--- src/rtl/spi_reg_ctrl.sv ---
// Command/register-access sequencer behind an SPI slave PHY: decodes a
// command byte and an address byte, then bursts register writes or reads.
module spi_reg_ctrl #(
  parameter int ADDR_W = 8
) (
  input  logic              CLK,
  input  logic              RST,
  input  logic              msg_start,
  input  logic              msg_end,
  input  logic              rx_valid,
  input  logic [7:0]        rx_data,
  output logic [7:0]        tx_data,
  output logic [ADDR_W-1:0] reg_addr,
  output logic [7:0]        reg_wdata,
  output logic              reg_we,
  output logic              reg_re,
  input  logic [7:0]        reg_rdata,
  output logic              busy,
  output logic              err,
  output logic [6:0]        msg_cnt
);

  typedef enum logic [2:0] {IDLE, CMD, ADDR, WDATA, RDATA, ERR} state_t;

  state_t state_reg, state_next;
  logic   rw_reg, ai_reg;
  logic   re_pend_reg, rd_cap_reg;

  // A byte coincident with msg_start belongs to no message.
  logic rx_act, cmd_ok, cmd_hit, addr_hit, wr_hit, rd_hit, abort;
  assign rx_act   = rx_valid && !msg_start;
  assign cmd_ok   = (rx_data[5:0] == 6'd0);
  assign cmd_hit  = rx_act && !msg_end && (state_reg == CMD);
  assign addr_hit = rx_act && !msg_end && (state_reg == ADDR);
  assign wr_hit   = rx_act && (state_reg == WDATA);
  assign rd_hit   = rx_act && !msg_end && (state_reg == RDATA);
  assign abort    = msg_start || msg_end;

  always_ff @(posedge CLK or posedge RST) begin
    if (RST) state_reg <= IDLE;
    else     state_reg <= state_next;
  end

  always_comb begin
    state_next = state_reg;
    if (msg_start) begin
      state_next = CMD;
    end else if (msg_end) begin
      state_next = IDLE;
    end else if (rx_valid) begin
      case (state_reg)
        CMD:     state_next = cmd_ok ? ADDR : ERR;
        ADDR:    state_next = rw_reg ? RDATA : WDATA;
        default: state_next = state_reg;
      endcase
    end
  end

  always_comb begin
    busy = (state_reg != IDLE);
  end

  always_ff @(posedge CLK or posedge RST) begin
    if (RST) begin
      tx_data     <= 8'h00;
      reg_addr    <= '0;
      reg_wdata   <= 8'h00;
      reg_we      <= 1'b0;
      reg_re      <= 1'b0;
      err         <= 1'b0;
      msg_cnt     <= 7'd0;
      rw_reg      <= 1'b0;
      ai_reg      <= 1'b0;
      re_pend_reg <= 1'b0;
      rd_cap_reg  <= 1'b0;
    end else begin
      reg_we <= wr_hit;
      if (wr_hit) reg_wdata <= rx_data;

      // Address moves after a write strobe, or ahead of a burst re-read.
      if (addr_hit)
        reg_addr <= rx_data[ADDR_W-1:0];
      else if (rd_hit && ai_reg)
        reg_addr <= reg_addr + ADDR_W'(1);
      else if (reg_we)
        reg_addr <= reg_addr + ADDR_W'(ai_reg);

      re_pend_reg <= rd_hit;
      reg_re      <= !abort && ((addr_hit && rw_reg) || re_pend_reg);
      rd_cap_reg  <= reg_re && !abort;

      if (msg_start)
        tx_data <= {err, msg_cnt};
      else if (cmd_hit)
        tx_data <= 8'h00;
      else if (rd_cap_reg)
        tx_data <= reg_rdata;

      if (msg_start)
        err <= 1'b0;
      else if (cmd_hit && !cmd_ok)
        err <= 1'b1;

      if (cmd_hit && cmd_ok) begin
        msg_cnt <= msg_cnt + 7'd1;
        rw_reg  <= rx_data[7];
        ai_reg  <= rx_data[6];
      end
    end
  end

endmodule
--- config.mk ---
export PLATFORM = sky130hd
export DESIGN_NAME = spi_reg_ctrl
export DESIGN_NICKNAME = d
export VERILOG_FILES = /design/src/rtl/spi_reg_ctrl.sv
export SDC_FILE = /design/constraint.sdc
export NUM_CORES = 1
export LEC_CHECK = 0
export ABC_AREA = 0
export CAP_MARGIN = 20
export CORE_MARGIN = 1
export CORE_UTILIZATION = 45
export CTS_BUF_LIST = sky130_fd_sc_hd__clkbuf_8
export CTS_CLUSTER_SIZE = 12
export DETAILED_ROUTE_END_ITERATION = 10
export PLACE_DENSITY_LB_ADDON = 0.3
export SETUP_SLACK_MARGIN = 0.02
export SYNTH_ARGS = -nofsm -noshare
export SYNTH_HDL_FRONTEND = slang
export SYNTH_SLANG_ARGS = --single-unit
--- constraint.sdc ---
create_clock -name CLK -period 2.4 [get_ports CLK]
set_input_delay 0.36 -clock CLK [delete_from_list [all_inputs] [get_ports CLK]]
set_output_delay 0.36 -clock CLK [all_outputs]
set_load 0.01 [all_outputs]
==> results.cfg, run 1 <==
[clocking]
postCtsHoldBufs = 0
clock_sink_count = 41
cts_resized = 0
worst_skew_pair.late_latency_ns = 0.30
cts_setup_buffers = 0
cts_buffers = 5
cts_tree = yes
clk_pin_slew_ns = 0.07
clock_path_buffers = 2
cts_max_level = 2
cts_root_buf = clkbuf_8

[sta]
final_max_slew_viol_count = 0
timing.final.crit_share_pct = 91.2
hold_viol = 0
fin_worst_skew_ns = 0.00412
final-setup-viol-count = 0
fmax_ghz = 0.457
tns_ns = 0
rsz0062_at_grt = false
worst_slack_ns = 0.212
tightest_slew_ns = 0.558
holdWs_ns = 0.473
slew-limit-headroom_pct = 62.6
period_needed_ns = 2.19

[min_path]
hold_class = in -> async

[detailed_routing]
drt.antenna.violating_nets = 0
drc_errors = 0
wl_per_cell_um = 15.2
routed_wl_um = 4670
routed_via_density = 5.67
detail_route.iter0.violations = 125
vias = 1734
drtPass1Iterations = 4

[floorplanning]
initial_core_util_pct = 48.7
die_w_um = 69.0
die_h_um = 69.0
coreArea_mm2 = 0.00414
die-area_mm2 = 0.00476
pin_count = 56
std_cell_rows = 23

[setup_path]
arrival_ns = 2.41
critical_path.max_stage_delay_ns = 0.56
path_buf_inv = 2
cp-end-kind = flop
path_class = in -> reg
cp_cell_sequence = clkdlybuf4s50_1, or4b_1, or4_1, buf_4, nor3_2, xor2_1
crit_path_top_delay_cell = or4b_1
required_ns = 2.63
start_kind = input pin
crit_family = simple AND/OR/NAND/NOR gates
crit_fanout = 8

[synthesis]
synth_area_per_cell_um2 = 10.7
yosysSeqAreaShare_pct = 50.8
synth_edf_count = 0
postSynth.asyncResetShare_pct = 100
syn-num-nets = 213
synth_cells = 189
synth_flop_cell = dfrtp_1
synth_seq_cells = 41
netlist_area_mm2 = 0.00202
synth.distinct_cells = 40
yosys_warnings = 0

[final_layout]
final_nets = 279
diodes = 0
final_cell_area_mm2 = 0.00276
drive_gt1_share_pct = 14.1
largestRegisters = reg_addr x8, reg_wdata x8, tx_data x8
final_common_cell = clkdlybuf4s50_1
syn_to_final_growth_pct = 36.9
final_cell_mix = clkdlybuf4s50_1, dfrtp_1, nand2_1

[pwr]
cell_internal_pwr_mw = 0.964
power_frac_comb_pct = 9.5
peakVddDrop_uv = 337
pwr-share-clk_pct = 34.2
p_switching_mw = 0.297
p_sw_share_pct = 23.6
p_leak_nw = 1.17
p_seq_share_pct = 56.2
pwr_density_cell_mw_per_mm2 = 456

[global_route]
antenna_found_initial = 0
grt_pass1_wl_um = 7890
first_global_vias = 1753
grt_max_degree = 42
grt_overflow_total = 0
grt_usage_pct = 23.2

[placement]
post-dp-hpwl_um = 3450
place_ws_ns = -0.107
io_buffers = 55
gp_congestion = 0.846
postPlaceCellArea_mm2 = 0.00268

[job]
maxCapViolations = 0

[outcome]
run_status = complete, no violations
[final cells by class]
type,count,area [µm²]
Clock buffer,5,68.8
Clock inverter,3,13.8
Fill cell,337,1380
Inverter,7,26.3
Multi-Input combinational cell,134,933
Sequential cell,41,1030
Tap cell,50,62.6
Timing Repair Buffer,66,633
[logic make-up after synthesis]
group | count (synthesis) | share of synthesized area [%]
AND/OR/NAND/NOR | 66 | 17.5
multiplexers | 19 | 10.1
buffers and inverters | 14 | 2.97
AO/OA/AOI/OAI | 40 | 14.2
flip-flops | 41 | 50.8
adder cells (fa/ha/maj) | 3 | 1.86
XOR/XNOR | 6 | 2.60
[tightest hold or removal path, stage by stage]
cell	delay [ns]
clkdlybuf4s50_1	0.39
inv_1	0.05
buf_4	0.42
[power groups by stage]
stage,combinational [mW],sequential [mW],clock (mW)
2_1_floorplan,0.0441,0.724,0
3_3_place_gp,0.120,0.723,0
3_5_place_dp,0.122,0.723,0
4_1_cts,0.122,0.709,0.443
5_1_grt,0.134,0.711,0.468
6_report,0.120,0.709,0.432
[per-layer routing]
metal	share of wire, %	up-vias	GRT usage [%]	wire, µm
met2	47	59	36.5	2190
li1	-	829	-	-
met1	45	840	29.8	2120
met5	0	-	0	0
met4	1.3	0	11.7	61
met3	6.5	6	5.26	301
[cell usage after synthesis (all sizes together), types with 2 or more instances]
cell     n  area (µm²)
nand3    8        40.0
nor2    10        37.5
nand2b   3        18.8
o31ai   10        75.1
a21oi    7        35.0
o311ai   6        52.6
mux2i    8        80.1
nor3     6        40.0
inv      7        26.3
or4      2        15.0
and3b    2        17.5
a32oi    2        17.5
nand2   20        75.1
clkbuf   3        11.3
dfrtp   41        1030
o21bai   2        15.0
xor2     4        35.0
o21ai    6        30.0
or2      2        12.5
mux2    11         124
buf      4        22.5
xnor2    2        17.5
ha       3        37.5
and2     4        25.0
o221a    2        22.5
and3     2        12.5
[metrics by stage]
step | power [mW] | instances | utilization [%]
after floorplan | 0.768 | 189 | -
after detailed placement | 0.845 | 298 | 64.7
after global placement | 0.843 | 298 | 64.7
after CTS | 1.27 | 306 | 66.7
final | 1.26 | 306 | 66.7
after global routing | 1.31 | 306 | 66.7
[final timing paths]
kind | slack [ns] | startpoint | end | cells after the start
min | 0.47 | RST | reg_wdata[3]$_DFFE_PP0P_ | 3
max in group asynchronous | 1.56 | RST | reg_we$_DFF_PP0_ | 3
min in group CLK | 0.50 | reg_re$_DFF_PP0_ | rd_cap_reg$_DFF_PP0_ | 1
max | 0.21 | msg_start | msg_cnt[5]$_DFFE_PP0P_ | 6
min reg2reg | 0.50 | reg_re$_DFF_PP0_ | rd_cap_reg$_DFF_PP0_ | 1
max reg2reg | 0.33 | state_reg[1]$_DFFE_PP0P_ | msg_cnt[5]$_DFFE_PP0P_ | 5
(Power assumes the default switching activity.)
==> inputs of run 2 (changes only) <==
Settings changed: HOLD_SLACK_MARGIN from default to 0.1.
==> results of run 2 <==
No change in the layout: final DEF, timing and power equal those of run 1.
